==> src/rtl/mem_arb_pkg.sv <==
// Shared types for the CPU/GEMM memory bus arbiter: FSM state and port IDs.
package mem_arb_pkg;

    typedef enum logic [1:0] {
        IDLE      = 2'd0,
        BUSY_CPU  = 2'd1,
        BUSY_GEMM = 2'd2
    } arb_state_t;

    localparam logic PORT_CPU  = 1'b0;
    localparam logic PORT_GEMM = 1'b1;

    function automatic arb_state_t busy_state(input logic port);
        return (port == PORT_GEMM) ? BUSY_GEMM : BUSY_CPU;
    endfunction

endpackage

==> src/rtl/mem_arb_watchdog.sv <==
// Saturating transaction timeout counter; expired is high once the count reaches TIMEOUT_CYCLES-1.
module mem_arb_watchdog #(
    parameter int unsigned TIMEOUT_CYCLES = 256
) (
    input  logic clk,
    input  logic reset,
    input  logic clear,
    input  logic enable,
    output logic expired
);

    localparam int unsigned CntW = $clog2(TIMEOUT_CYCLES) + 1;
    localparam logic [CntW-1:0] Limit = CntW'(TIMEOUT_CYCLES - 1);

    logic [CntW-1:0] count_q, count_d;

    always_comb begin
        count_d = count_q;
        if (clear) begin
            count_d = '0;
        end else if (enable && (count_q != Limit)) begin
            count_d = count_q + 1'b1;
        end
    end

    always_ff @(posedge clk or posedge reset) begin
        if (reset) begin
            count_q <= '0;
        end else begin
            count_q <= count_d;
        end
    end

    assign expired = (count_q == Limit);

endmodule

==> src/rtl/mem_bus_arbiter.sv <==
// Round-robin arbiter sharing one memory port between a CPU and a GEMM DMA engine,
// with a per-transaction timeout that completes the request with an error flag.
module mem_bus_arbiter
    import mem_arb_pkg::*;
#(
    parameter int unsigned TIMEOUT_CYCLES = 256
) (
    input  logic        clk,
    input  logic        reset,
    input  logic        cpu_req,
    input  logic        cpu_rd_wr,
    input  logic [31:0] cpu_addr,
    input  logic [31:0] cpu_wdata,
    input  logic [3:0]  cpu_mask,
    output logic        cpu_valid,
    output logic        cpu_err,
    output logic [31:0] cpu_rdata,
    input  logic        gemm_req,
    input  logic        gemm_rd_wr,
    input  logic [31:0] gemm_addr,
    input  logic [31:0] gemm_wdata,
    input  logic [3:0]  gemm_mask,
    output logic        gemm_valid,
    output logic        gemm_err,
    output logic [31:0] gemm_rdata,
    output logic        cs,
    output logic        mem_rd_wr,
    output logic [3:0]  mask,
    output logic [31:0] mem_addr,
    output logic [31:0] mem_write_data,
    input  logic [31:0] mem_read_data,
    input  logic        mem_valid
);

    arb_state_t  state_q, state_d;
    logic        last_grant_q, last_grant_d;
    logic        cs_q, cs_d;
    logic        rd_wr_q, rd_wr_d;
    logic [3:0]  mask_q, mask_d;
    logic [31:0] addr_q, addr_d;
    logic [31:0] wdata_q, wdata_d;

    logic        busy, expired, done, timeout, grant_port;
    logic [31:0] resp_rdata;

    assign busy    = (state_q != IDLE);
    assign done    = busy && (mem_valid || expired);
    // A response arriving on the expiry cycle wins over the timeout.
    assign timeout = busy && expired && !mem_valid;

    mem_arb_watchdog #(
        .TIMEOUT_CYCLES(TIMEOUT_CYCLES)
    ) u_watchdog (
        .clk    (clk),
        .reset  (reset),
        .clear  (!busy),
        .enable (busy && !mem_valid),
        .expired(expired)
    );

    always_comb begin
        if (cpu_req && gemm_req) begin
            grant_port = ~last_grant_q;
        end else if (gemm_req) begin
            grant_port = PORT_GEMM;
        end else begin
            grant_port = PORT_CPU;
        end
    end

    always_comb begin
        state_d      = state_q;
        last_grant_d = last_grant_q;
        cs_d         = cs_q;
        rd_wr_d      = rd_wr_q;
        mask_d       = mask_q;
        addr_d       = addr_q;
        wdata_d      = wdata_q;
        case (state_q)
            IDLE: begin
                if (cpu_req || gemm_req) begin
                    state_d      = busy_state(grant_port);
                    last_grant_d = grant_port;
                    cs_d         = 1'b1;
                    rd_wr_d      = (grant_port == PORT_GEMM) ? gemm_rd_wr : cpu_rd_wr;
                    mask_d       = (grant_port == PORT_GEMM) ? gemm_mask  : cpu_mask;
                    addr_d       = (grant_port == PORT_GEMM) ? gemm_addr  : cpu_addr;
                    wdata_d      = (grant_port == PORT_GEMM) ? gemm_wdata : cpu_wdata;
                end
            end
            BUSY_CPU, BUSY_GEMM: begin
                if (done) begin
                    state_d = IDLE;
                    cs_d    = 1'b0;
                end
            end
            default: begin
                state_d = IDLE;
                cs_d    = 1'b0;
            end
        endcase
    end

    always_ff @(posedge clk or posedge reset) begin
        if (reset) begin
            state_q      <= IDLE;
            last_grant_q <= PORT_GEMM;
            cs_q         <= 1'b0;
            rd_wr_q      <= 1'b0;
            mask_q       <= '0;
            addr_q       <= '0;
            wdata_q      <= '0;
        end else begin
            state_q      <= state_d;
            last_grant_q <= last_grant_d;
            cs_q         <= cs_d;
            rd_wr_q      <= rd_wr_d;
            mask_q       <= mask_d;
            addr_q       <= addr_d;
            wdata_q      <= wdata_d;
        end
    end

    assign resp_rdata = (mem_valid && rd_wr_q) ? mem_read_data : 32'h0;

    always_comb begin
        cpu_valid  = (state_q == BUSY_CPU) && done;
        gemm_valid = (state_q == BUSY_GEMM) && done;
        cpu_err    = cpu_valid && timeout;
        gemm_err   = gemm_valid && timeout;
        cpu_rdata  = cpu_valid ? resp_rdata : 32'h0;
        gemm_rdata = gemm_valid ? resp_rdata : 32'h0;
    end

    assign cs             = cs_q;
    assign mem_rd_wr      = rd_wr_q;
    assign mask           = mask_q;
    assign mem_addr       = addr_q;
    assign mem_write_data = wdata_q;

endmodule

==> config.mk <==
export PLATFORM = sky130hd
export DESIGN_NAME = mem_bus_arbiter
export DESIGN_NICKNAME = d
export VERILOG_FILES = /design/src/rtl/mem_arb_pkg.sv /design/src/rtl/mem_arb_watchdog.sv /design/src/rtl/mem_bus_arbiter.sv
export SDC_FILE = /design/constraint.sdc
export NUM_CORES = 1
export LEC_CHECK = 0
export ABC_AREA = 1
export CORE_AREA = 2 2 120 122
export CTS_BUF_LIST = sky130_fd_sc_hd__clkbuf_8
export DETAILED_ROUTE_END_ITERATION = 8
export DIE_AREA = 0 0 122 124
export PLACE_DENSITY_LB_ADDON = 0.2
export SLEW_MARGIN = 25
export SYNTH_ARGS = -nofsm -noshare
export SYNTH_HDL_FRONTEND = slang
export SYNTH_SLANG_ARGS = --single-unit
==> constraint.sdc <==
create_clock -name clk -period 3.5 [get_ports clk]
set_clock_uncertainty 0.2 [all_clocks]
set_input_delay 0.525 -clock clk [delete_from_list [all_inputs] [get_ports clk]]
set_output_delay 0.525 -clock clk [all_outputs]
set_load 0.1 [all_outputs]
==> metrics.md, run 1 <==
| Metric | Value |
|---|---|
| CTS sink cnt | around 80 |
| Post-synthesis cell area | roughly 0.0043 mm^2 |
| Overall global routing resource usage | between 20 and 25% |
| Max-cap violation count | 0 |
| Most common library cell in the layout ignoring fill and taps | sky130_fd_sc_hd__clkdlybuf4s50_1 |
| Run status | complete, no violations |
| Vias after detailed routing | between 5000 and 6000 |
| Type of the worst setup path | reg2out |
| Worst ir drop on vdd | approximately 0.74 mV |
| Number of buffer cells added on primary ports | approximately 310 |
| TritonCTS clock tree | yes |
| Avg Synthesized Cell Area | 7.479 um^2 |
| Kind of end point of the critical path | output pin |
| Standby leakage power | approximately 3.6 nW |
| Required time at the endpoint of the critical path | roughly 2.8 ns |
| Setup violation total in the final timing report | 0 |
| Power Density | between 800 and 900 mW/mm^2 |
| Max Fclk | approximately 0.31 GHz |
| Layout Utilization | around 64% |
| Antenna Cells | 0 |
| Multi-input combinational cell area | between 0.002 and 0.0025 mm^2 |
| Total wire length | approximately 17000 um |
| Slew at the pin with the worst max-slew slack | slightly above 1 ns |
| Footprint of the flip-flops and latches | around 0.0021 mm^2 |
| RSZ-0062 raised after global routing | no |
| Element type at the critical path start | flip-flop |
| Initial DRC count | roughly 230 |
| Number of iterations in the first detailed-routing pass | 4 |
| Initial antenna violation count | 0 |
| Setup slack of the worst register-to-register path | 1.38 ns |
| Crit path DAT | roughly 2.5 ns |
| Synth top area cells | sky130_fd_sc_hd__dfrtp_1 47%, sky130_fd_sc_hd__o21ai_1 9.3%, sky130_fd_sc_hd__nand2_1 7.8% |
| Core Region | about 0.014 mm^2 |
| Final hold viol count | 0 |
| Worst reg-to-reg path cell count | 10 |
| Growth of design area from synthesis to finish | 103.8% |
| WL/cell | roughly 16 um |
| End of the worst hold path | last_grant_q |
| Setup_tns | 0 ns |
| Peak fanout along the critical path | 17 |
| Max-slew violation count | 0 |
| Portion of the clock cycle consumed by the worst path in the final layout | 91.93% |
| Height of the chip | ~120 um |
| Worst min-delay path category | reg2reg |
| Max-Slew Margin vs Limit | 31.57% |
| GR Overflow Total | 0 |
| Number of nets with antenna violations after detailed routing | 0 |
| RR Startpoint | u_watchdog.count_q[0] |
| Die width | between 100 and 150 um |
| Post-DP HPWL | between 10000 and 15000 um |
| Hold Path Origin | last_grant_q |
| End of the worst register-to-register path | u_watchdog.count_q[7] |
| Final Wtd Congestion | approximately 0.80 |
| Clock Pin Slew Worst Setup and Hold Paths | 0.08 ns |
| Fillers | approximately 1100 |
| Clock latency of the later-clocked register in the worst-skew pair | 0.35 ns |
| Register bit total from synthesis | between 80 and 90 |
| Number of clock buffers inserted by TritonCTS | 9 |
| Average vias per placed instance | just under 5 |
| Time the final worst path needs with I/O delays and setup | between 3 and 4 ns |
| Dominant cell type by area after synthesis | sky130_fd_sc_hd__dfrtp_1 |
| First-pass GRT wire length | ~26000 um |
| Clock Path Buffers | 2 |
| Vias in the first global route | around 5200 |
| Commonest cells after routing, fill and taps aside | 230 x sky130_fd_sc_hd__clkdlybuf4s50_1, 89 x sky130_fd_sc_hd__nand2_1, 81 x sky130_fd_sc_hd__dfrtp_1, 80 x sky130_fd_sc_hd__o21ai_1, 78 x sky130_fd_sc_hd__nor2_1 |
| Detailed-route DRC error count | 0 |
| H-tree levels | 3 |
| Number of instances in the synthesized netlist | 578 |
| Area share of the largest cell type after synthesis | a little under half |
| Syn Nets | around 760 |
| Final layout net count | between 1000 and 1500 |
| Share of the yosys chip area belonging to registers | between 40% and 50% |
| I/O pin count | 313 |
| Unique cell type count in the Yosys netlist | 23 |
| Pin count of the biggest net entering global routing | 72 |
| Hold path depth | 2 |
| Number of rows in the core area | 43 |
| DIE AREA | between 0.015 and 0.02 mm^2 |
| Initial cell density of the core | 31.51% |
| Root buf cell | sky130_fd_sc_hd__clkbuf_8 |
| Yosys synthesis warning count | 0 |
| Fraction of layout cells with a size suffix above 1 | 21.26% |
worst max-delay path by stage:
stage	from	endpoint	slack, ns	cells after the start
floorplan	mem_rd_wr	cpu_rdata[10]	-0.84	3
global placement	mem_valid	cpu_rdata[14]	0.37	8
detailed placement	u_watchdog.count_q[0]	gemm_rdata[21]	0.28	11
CTS	u_watchdog.count_q[0]	gemm_rdata[22]	-0.12	11
global route	u_watchdog.count_q[5]	gemm_rdata[8]	0.08	12
finish	u_watchdog.count_q[5]	gemm_err	0.28	13
layout make-up:
cell class,instances,share of cell area [%]
clock buffers,10,1.562
clock inverters,5,0.6248
inverters,52,2.286
multi-input cells,406,25.93
flip-flops and latches,82,23.30
well taps,180,2.556
repair buffers,320,43.74
per-stage QoR:
step / instances / instance area, um^2 / total power [W] / setup WS, ns / hold slack, ns
after floorplan: 578 / 4328 / 0.005687 / -0.8440 / 0.2632
after global placement: 1037 / 8203 / 0.007090 / 0.3662 / 0.2725
after detailed placement: 1037 / 8203 / 0.007146 / 0.2818 / 0.2789
after CTS: 1052 / 8421 / 0.007853 / -0.1174 / 0.2978
after global routing: 1055 / 8811 / 0.008266 / 0.08201 / 0.3201
final: 1055 / 8811 / 0.007917 / 0.2825 / 0.2924
metal layers:
layer	GRT usage [%]	part of all wire (%)
met1	23.71	37
met2	38.90	52
met3	7.051	9.2
met4	8.405	2.3
met5	0	0
report_power, final:
group | switching, W | internal (W)
registers | 0.000249 | 0.00139
logic | 0.00434 | 0.00126
clock network | 0.000344 | 0.000343
total | 0.00493 | 0.00299
synthesized netlist by cell type:
master	count
sky130_fd_sc_hd__nand2_2	4
sky130_fd_sc_hd__buf_4	6
sky130_fd_sc_hd__nand2_1	90
sky130_fd_sc_hd__o21a_1	1
sky130_fd_sc_hd__o21ai_2	1
sky130_fd_sc_hd__inv_2	4
sky130_fd_sc_hd__nand3_1	5
sky130_fd_sc_hd__dfrtp_1	81
sky130_fd_sc_hd__a21oi_1	4
sky130_fd_sc_hd__a31oi_1	1
sky130_fd_sc_hd__dfstp_2	1
sky130_fd_sc_hd__o21ai_0	62
sky130_fd_sc_hd__nor3b_1	1
sky130_fd_sc_hd__clkbuf_2	1
sky130_fd_sc_hd__nor2_1	80
sky130_fd_sc_hd__o22ai_1	3
sky130_fd_sc_hd__inv_1	48
sky130_fd_sc_hd__clkbuf_1	6
sky130_fd_sc_hd__nand4_1	1
sky130_fd_sc_hd__o21ai_1	80
sky130_fd_sc_hd__ha_1	5
sky130_fd_sc_hd__buf_2	27
sky130_fd_sc_hd__nor3_1	66
flip-flops by register name (all words and copies together), names as in the netlist:
signal / flops
mem_addr: 32
mem_write_data: 32
u_watchdog.count_q: 9
mask: 4
state_q: 2
cs: 1
last_grant_q: 1
mem_rd_wr: 1
critical path, cell delays in order (launching register included):
cell	delay, ns
sky130_fd_sc_hd__dfrtp_1	0.42
sky130_fd_sc_hd__nand2_1	0.07
sky130_fd_sc_hd__inv_1	0.07
sky130_fd_sc_hd__nand3_1	0.12
sky130_fd_sc_hd__nor3b_2	0.18
sky130_fd_sc_hd__ha_1	0.20
sky130_fd_sc_hd__inv_1	0.05
sky130_fd_sc_hd__nand2_1	0.08
sky130_fd_sc_hd__nand2_2	0.11
sky130_fd_sc_hd__inv_6	0.16
sky130_fd_sc_hd__nand2_8	0.14
sky130_fd_sc_hd__buf_4	0.19
sky130_fd_sc_hd__nor2_2	0.15
sky130_fd_sc_hd__buf_12	0.20
kinds of logic (layout without fill, tap and decap cells):
group	Yosys count	in the layout	share of synthesized area (%)
fa+ha+maj	5	5	1.447
flops	82	82	47.50
buf+inv	92	387	9.319
simple gates	247	249	23.88
compound gates	152	152	17.86
what timing repair did:
item | CTS | global route
setup buffers | 0 | 1
resized for setup | 5 | 71
pin swaps | 0 | 2
setup endpoints to repair | 65 | 68
hold buffers | 0 | 0
cloned | 0 | 2
(Power assumes the default switching activity.)
==> run 2: changes to the inputs <==
Settings changed: HOLD_SLACK_MARGIN from default to 0.1.
==> results of run 2 <==
The final DEF is identical to that of run 1; final timing and power are the same.
